## src/rtl/serial_tx_arbiter.sv

```systemverilog
// serial_tx_arbiter: round-robin owner of a single serial transceiver transmit path.
// Latches the winning requester's word, runs the Sample/StartTx handshake,
// waits for the TxDone edge, then returns an Ack or, after a bounded wait, an Err.
module serial_tx_arbiter #(
   parameter int unsigned NUM_REQ    = 4,
   parameter int unsigned DATA_W     = 32,
   parameter int unsigned SAMPLE_CYC = 2,
   parameter int unsigned TIMEOUT    = 1023
) (
   input  logic                      Clk,
   input  logic                      Reset,
   input  logic [NUM_REQ-1:0]        Req,
   input  logic [NUM_REQ*DATA_W-1:0] ReqData,
   output logic [NUM_REQ-1:0]        Grant,
   output logic [NUM_REQ-1:0]        Ack,
   output logic                      Err,
   output logic                      Busy,
   output logic [DATA_W-1:0]         DataIn,
   output logic                      Sample,
   output logic                      StartTx,
   input  logic                      TxBusy,
   input  logic                      TxDone
);

   localparam int unsigned PTR_W = (NUM_REQ > 1) ? $clog2(NUM_REQ) : 1;
   localparam int unsigned SMP_W = $clog2(SAMPLE_CYC + 1);
   localparam int unsigned TMO_W = $clog2(TIMEOUT + 1);

   typedef enum logic [2:0] {
      ST_IDLE  = 3'd0,
      ST_LOAD  = 3'd1,
      ST_START = 3'd2,
      ST_WAIT  = 3'd3,
      ST_DONE  = 3'd4
   } state_e;

   state_e               state_q, state_d;

   logic                 tb_m_q, tb_s_q;
   logic                 td_m_q, td_s_q, td_s_dly_q;
   logic                 done_edge_c;

   logic [PTR_W-1:0]     ptr_q, ptr_d;
   logic [PTR_W-1:0]     win_q, win_d;
   logic [PTR_W-1:0]     win_c, hi_idx_c, lo_idx_c, ptr_next_c;
   logic                 hi_vld_c;
   logic [DATA_W-1:0]    win_data_c;

   logic [SMP_W-1:0]     smp_cnt_q, smp_cnt_d;
   logic [TMO_W-1:0]     tmo_cnt_q, tmo_cnt_d;
   logic                 timeout_c;

   logic [NUM_REQ-1:0]   grant_q, grant_d;
   logic [NUM_REQ-1:0]   ack_q, ack_d;
   logic                 err_q, err_d;
   logic                 busy_q, busy_d;
   logic [DATA_W-1:0]    data_q, data_d;
   logic                 sample_q, sample_d;
   logic                 start_q, start_d;

   // Two-flop synchronisers for the transceiver status, plus one extra stage for TxDone edge detect
   always_ff @(posedge Clk or negedge Reset) begin
      if (!Reset) begin
         tb_m_q     <= 1'b0;
         tb_s_q     <= 1'b0;
         td_m_q     <= 1'b0;
         td_s_q     <= 1'b0;
         td_s_dly_q <= 1'b0;
      end else begin
         tb_m_q     <= TxBusy;
         tb_s_q     <= tb_m_q;
         td_m_q     <= TxDone;
         td_s_q     <= td_m_q;
         td_s_dly_q <= td_s_q;
      end
   end

   assign done_edge_c = td_s_q & ~td_s_dly_q;
   assign timeout_c   = (tmo_cnt_q == TMO_W'(TIMEOUT - 1));
   assign ptr_next_c  = (win_q == PTR_W'(NUM_REQ - 1)) ? '0 : win_q + PTR_W'(1);

   // Round-robin pick: lowest set request at or above ptr, else lowest set request overall
   always_comb begin
      hi_idx_c = '0;
      hi_vld_c = 1'b0;
      lo_idx_c = '0;
      for (int i = int'(NUM_REQ) - 1; i >= 0; i--) begin
         if (Req[i]) begin
            lo_idx_c = PTR_W'(i);
            if (i >= int'(ptr_q)) begin
               hi_idx_c = PTR_W'(i);
               hi_vld_c = 1'b1;
            end
         end
      end
      win_c = hi_vld_c ? hi_idx_c : lo_idx_c;
   end

   // Word of the current arbitration winner
   always_comb begin
      win_data_c = '0;
      for (int i = 0; i < int'(NUM_REQ); i++) begin
         if (win_c == PTR_W'(i)) begin
            win_data_c = ReqData[i*DATA_W +: DATA_W];
         end
      end
   end

   // State register
   always_ff @(posedge Clk or negedge Reset) begin
      if (!Reset) begin
         state_q <= ST_IDLE;
      end else begin
         state_q <= state_d;
      end
   end

   // Next-state logic; the timeout abort takes priority over handshake progress
   always_comb begin
      state_d = state_q;
      case (state_q)
         ST_IDLE: begin
            if (|Req) state_d = ST_LOAD;
         end
         ST_LOAD: begin
            if (smp_cnt_q == SMP_W'(SAMPLE_CYC - 1)) state_d = ST_START;
         end
         ST_START: begin
            if (timeout_c)   state_d = ST_IDLE;
            else if (tb_s_q) state_d = ST_WAIT;
         end
         ST_WAIT: begin
            if (timeout_c)        state_d = ST_IDLE;
            else if (done_edge_c) state_d = ST_DONE;
         end
         ST_DONE: begin
            state_d = ST_IDLE;
         end
         default: begin
            state_d = ST_IDLE;
         end
      endcase
   end

   // Output and datapath next values, decoded from the upcoming state so outputs stay registered
   always_comb begin
      grant_d   = grant_q;
      data_d    = data_q;
      win_d     = win_q;
      ptr_d     = ptr_q;
      smp_cnt_d = smp_cnt_q;
      tmo_cnt_d = tmo_cnt_q;
      ack_d     = '0;
      err_d     = 1'b0;
      sample_d  = (state_d == ST_LOAD);
      start_d   = (state_d == ST_START);
      busy_d    = (state_d != ST_IDLE);
      case (state_q)
         ST_IDLE: begin
            if (state_d == ST_LOAD) begin
               grant_d   = NUM_REQ'(1) << win_c;
               data_d    = win_data_c;
               win_d     = win_c;
               smp_cnt_d = '0;
            end
         end
         ST_LOAD: begin
            smp_cnt_d = smp_cnt_q + SMP_W'(1);
            tmo_cnt_d = '0;
         end
         ST_START, ST_WAIT: begin
            tmo_cnt_d = tmo_cnt_q + TMO_W'(1);
            if (timeout_c) begin
               err_d   = 1'b1;
               grant_d = '0;
               data_d  = '0;
               ptr_d   = ptr_next_c;
            end else if (state_d == ST_DONE) begin
               ack_d = grant_q;
            end
         end
         ST_DONE: begin
            grant_d = '0;
            data_d  = '0;
            ptr_d   = ptr_next_c;
         end
         default: begin
            grant_d = '0;
            data_d  = '0;
         end
      endcase
   end

   // Output and datapath registers
   always_ff @(posedge Clk or negedge Reset) begin
      if (!Reset) begin
         grant_q   <= '0;
         ack_q     <= '0;
         err_q     <= 1'b0;
         busy_q    <= 1'b0;
         data_q    <= '0;
         sample_q  <= 1'b0;
         start_q   <= 1'b0;
         win_q     <= '0;
         ptr_q     <= '0;
         smp_cnt_q <= '0;
         tmo_cnt_q <= '0;
      end else begin
         grant_q   <= grant_d;
         ack_q     <= ack_d;
         err_q     <= err_d;
         busy_q    <= busy_d;
         data_q    <= data_d;
         sample_q  <= sample_d;
         start_q   <= start_d;
         win_q     <= win_d;
         ptr_q     <= ptr_d;
         smp_cnt_q <= smp_cnt_d;
         tmo_cnt_q <= tmo_cnt_d;
      end
   end

   assign Grant   = grant_q;
   assign Ack     = ack_q;
   assign Err     = err_q;
   assign Busy    = busy_q;
   assign DataIn  = data_q;
   assign Sample  = sample_q;
   assign StartTx = start_q;

endmodule
```

## config.mk

```make
export PLATFORM = sky130hd
export DESIGN_NAME = serial_tx_arbiter
export DESIGN_NICKNAME = d
export VERILOG_FILES = /design/src/rtl/serial_tx_arbiter.sv
export SDC_FILE = /design/constraint.sdc
export NUM_CORES = 1
export LEC_CHECK = 0
export ABC_AREA = 1
export BUFFER_PORTS_ARGS = -buffer_cell sky130_fd_sc_hd__buf_4
export CORE_MARGIN = 2
export CORE_UTILIZATION = 48
export DETAILED_ROUTE_END_ITERATION = 12
export GPL_ROUTABILITY_DRIVEN = 0
export PLACE_DENSITY = 0.91
export SLEW_MARGIN = 20
export SYNTH_ARGS = -nofsm -noshare
export SYNTH_HDL_FRONTEND = slang
export SYNTH_SLANG_ARGS = --single-unit
export TNS_END_PERCENT = 20
```

## constraint.sdc

```tcl
create_clock -name Clk -period 1.8 [get_ports Clk]
set_input_delay 0.27 -clock Clk [delete_from_list [all_inputs] [get_ports Clk]]
set_output_delay 0.27 -clock Clk [all_outputs]
set_load 0.02 [all_outputs]
```

==> impl_summary.md <==
Finish
Leaving out fill and tap cells, the most frequent cell in the layout is sky130_fd_sc_hd__buf_4. The fraction of layout cells with a size suffix above 1 is 32.9%. The number of standard cells in the final layout excluding fillers is 855. From synthesis to final layout, the design area changed by 45.3%. The post-layout net count is 886. The number of diodes is 0. Leaving out fill and tap cells, the most frequent cells in the layout are sky130_fd_sc_hd__buf_4 (190), sky130_fd_sc_hd__nand2_1 (160), sky130_fd_sc_hd__dfrtp_1 (68), sky130_fd_sc_hd__nand3_1 (68), sky130_fd_sc_hd__inv_1 (61).

Power
Per report_power, the combinational group accounts for 58.5% of the total. The worst voltage drop across the vdd grid is 0.754 mV. Net switching is 46.0% of the power. Summed over all nets, the switching power comes to 3760 µW.

The clock network burns 15.1% of the power. The sequential share of power is 26.4%. The leakage dissipation is 0.00326 µW. The internal power summed over all cells is 4410 µW. In this run the power density over the cells is 1380 mW/mm².

Floorplanning
The die outline area is 0.00922 mm². The floorplan core area is 0.00822 mm². The die boundary width is 96.0 µm. The initial standard-cell utilization of the core is 49.5%. Measured along the y axis, the die boundary spans 96.0 µm.

180 I/O pins were placed. The initialized floorplan defines 33 standard-cell rows.

Detailed routing
Detailed routing placed a total of 980 µm of wire on met3. The routed via count divided by cell count is 5.40. After detailed routing, the wire length on met1 is 5130 µm. The first-iteration detailed-routing DRC count is 388.

In the routed design, unresolved DRC markers number 0. The met2 layer wire length in the routed design is 6550 µm. The detail route stage leaves a number of antenna-violating nets equal to 0. The final layout contains routed wiring with a total length of 13100 µm. The highest layer touched by signal routing is met4. The detailed-routing iteration count for the pre-antenna-repair pass is 5.

The total number of vias is 4615. The wire length per cell is 15.3 µm.

STA
Headroom to the max-slew limit came out at 70.0%. The routed design could run at a clock period as short as 1.79 ns. The total count of hold-check failures in the final report was 0. Setup repair after global routing could not meet its margin everywhere.

Derived from the worst setup path, the maximum achievable clock frequency is 559 MHz. The fraction of the cycle the final worst path needs is 99.3%. Clock skew on the completed layout was measured at 0.0129 ns. For the pin with the worst max-slew slack, the measured transition is 0.451 ns. The number of max-slew violations in the final report is 0. The setup TNS after final layout is 0 ns. Setup violations remaining at the end of the flow were counted as 0.

Clock network
The insertion delay to the later sink of the worst-skew pair is 0.35 ns. The clock transition at the register clock pins on the worst setup and hold paths after CTS is 0.07 ns. The root buffer cell is sky130_fd_sc_hd__clkbuf_8.

TritonCTS built the clock tree. The H-tree was split into 3 levels. The clock tree buffer depth is 2. The number of buffers inserted during clock tree synthesis is 9. The tree built by TritonCTS fans out to 68 sinks.

Worst setup path
The maximum net fanout on the critical path is 21. The largest single stage delay on the critical path is 0.37 ns. The required time of the worst setup path is 2.03 ns.

The critical path goes through inv_2 -> nand3_2 -> nand2_2 -> nor2_2 -> nand2_2 -> nand2_4 -> nand2_4 -> buf_12 -> nand2_1 -> inv_1 -> nand3_1 -> nand2_1 -> nand2_1 -> nand2_1. The master of the slowest instance on the critical path is sky130_fd_sc_hd__dfrtp_1. At the worst endpoint, the arrival time is 2.02 ns.

The most used cell along the critical path is sky130_fd_sc_hd__nand2_1. STA classifies the critical path endpoint as a register. The worst setup path is launched from a register. The combined buffer and inverter count along the critical path is 3. The critical path's top delay family is simple AND/OR/NAND/NOR gates. The critical path in this run is classified as reg2reg.

GRT
The pin count of the biggest net entering global routing is 49. Global routing finished with a remaining overflow of 0. Global routing consumed, over all layers together, 28.8% of the routing resources.

The number of global-route vias before repair is 4422. The first global-routing pass estimated 20500 µm of wire. The initial antenna violation count came to 0.

Job
Across the run, the number of max-cap violations was 0.

Worst hold path
The path class of the lowest-slack min-delay path is in2reg.

Yosys
By area the synthesized netlist is led by sky130_fd_sc_hd__dfrtp_1 (42%), sky130_fd_sc_hd__nand2_1 (15%), sky130_fd_sc_hd__nand3_1 (8.5%). The cell taking the most area after synthesis is sky130_fd_sc_hd__dfrtp_1. Of the synthesized area, sequential elements account for 41.8%. After synthesis the netlist holds a flip-flop and latch count of 68. In this run the biggest area consumer among cell types represents 41.8% of the synthesized area. The area of the mapped netlist is 0.00407 mm². The unique cell type count in the Yosys netlist is 34. The synthesized netlist cell count is 567.

The number of nets handed over by synthesis was 707. The count of synthesis-stage warnings from yosys is 0. The average cell area after synthesis is 7.17 µm².

Outcome
The flow ran to the end, and the final reports show no timing, DRC or antenna violations.

Place
Counting tap cells, the placed design contains a total of 836 instances. The total of buffers placed on input and output ports is 179. The half-perimeter wire length after placement is 9470 µm.
[power groups by stage]
| stage | Sequential [µW] | Clock (µW) | Combinational (µW) |
|---|---|---|---|
| CTS | 2150 | 1250 | 4610 |
| floorplan | 2400 | 0 | 2640 |
| global placement | 2150 | 0 | 4370 |
| finish | 2160 | 1230 | 4780 |
| global route | 2200 | 1340 | 5240 |
| detailed placement | 2160 | 0 | 4520 |
[through the flow]
stage	setup WS (ns)	hold WS [ns]	utilization (%)	power, µW	instance area [µm²]
after floorplan	0.187	-0.0256	-	5040	4070
after global routing	-0.0672	0.0135	71.9	8780	5910
after global placement	0.162	0.234	68.1	6520	5600
final	0.0118	0.0384	71.9	8170	5910
after detailed placement	0.0587	0.242	68.1	6690	5600
after CTS	0.0133	0.0200	71.1	8010	5840
[repair_timing]
item | 4_1_cts | 5_1_grt
cloned | 1 | 0
endpoints found under the hold margin | 32 | 0
resized for setup | 2 | 21
buffers inserted | 0 | 2
pin swaps | 0 | 3
hold buffers | 1 | 0
setup endpoints to repair | 1 | 38
[worst paths after layout]
| path | from | to | slack (ns) | cells after the start |
|---|---|---|---|---|
| max | ptr_q[1] | DataIn[0] | 0.01 | 14 |
| min | TxDone | td_m_q | 0.04 | 1 |
| max reg2reg | ptr_q[1] | DataIn[0] | 0.01 | 14 |
| min reg2reg | td_m_q | td_s_q | 0.35 | 0 |
| max in group asynchronous | Reset | DataIn[29] | 0.84 | 3 |
| min in group asynchronous | Reset | state_q[1] | 0.41 | 2 |
[synthesized netlist by cell type, drive strengths merged]
| cell | number |
|---|---|
| nand2 | 170 |
| nand3 | 71 |
| inv | 70 |
| dfrtp | 68 |
| o21ai | 63 |
| nand4 | 24 |
| nor2 | 21 |
| nand3b | 20 |
| clkbuf | 19 |
| buf | 13 |
| a21oi | 6 |
| ha | 4 |
| nor3 | 3 |
| o22ai | 3 |
| o31ai | 3 |
| o32ai | 2 |
| a22oi | 1 |
| a32oi | 1 |
| clkinv | 1 |
| o2111ai | 1 |
| o21bai | 1 |
| or2 | 1 |
| xor2 | 1 |
[registers in the layout, indices dropped and copies added, names as in the netlist, 2 cells and up]
name / cells
Ack: 4
state_q: 3
win_q: 2
Grant: 4
ptr_q: 2
smp_cnt_q: 2
DataIn: 32
tmo_cnt_q: 10
[kinds of logic (layout without fill, tap and decap cells)]
kind of cell	Yosys count	count (layout)	synth area share [%]
buffers and inverters	103	286	10.3
and+or+nand+nor	310	310	35.6
adders and majority gates	4	4	1.23
DFF	68	68	41.8
AOI/OAI and AO/OA	81	81	10.8
xor gates and xnor gates	1	1	0.215
[worst reg2reg max path, stage by stage (launching register included)]
cell	delay (ns)
sky130_fd_sc_hd__dfrtp_1	0.37
sky130_fd_sc_hd__inv_2	0.06
sky130_fd_sc_hd__nand3_2	0.11
sky130_fd_sc_hd__nand2_2	0.08
sky130_fd_sc_hd__nor2_2	0.15
sky130_fd_sc_hd__nand2_2	0.10
sky130_fd_sc_hd__nand2_4	0.16
sky130_fd_sc_hd__nand2_4	0.11
sky130_fd_sc_hd__buf_12	0.17
sky130_fd_sc_hd__nand2_1	0.09
sky130_fd_sc_hd__inv_1	0.06
sky130_fd_sc_hd__nand3_1	0.08
sky130_fd_sc_hd__nand2_1	0.05
sky130_fd_sc_hd__nand2_1	0.05
sky130_fd_sc_hd__nand2_1	0.04
[layout make-up]
type	count	area [µm²]
clock buffers	10	138
repair buffers	200	1610
fillers	601	2310
clock inverters	5	52.6
inverters	71	268
multi-input cells	396	2010
flip-flops and latches	68	1700
well taps	105	131
[routing by layer]
| layer | GRT usage, % | vias to the layer above |
|---|---|---|
| li1 | - | 2210 |
| met1 | 35.0 | 2106 |
| met2 | 48.1 | 250 |
| met3 | 7.91 | 49 |
| met4 | 11.7 | 0 |
| met5 | 0 | - |
(Power assumes the default switching activity.)
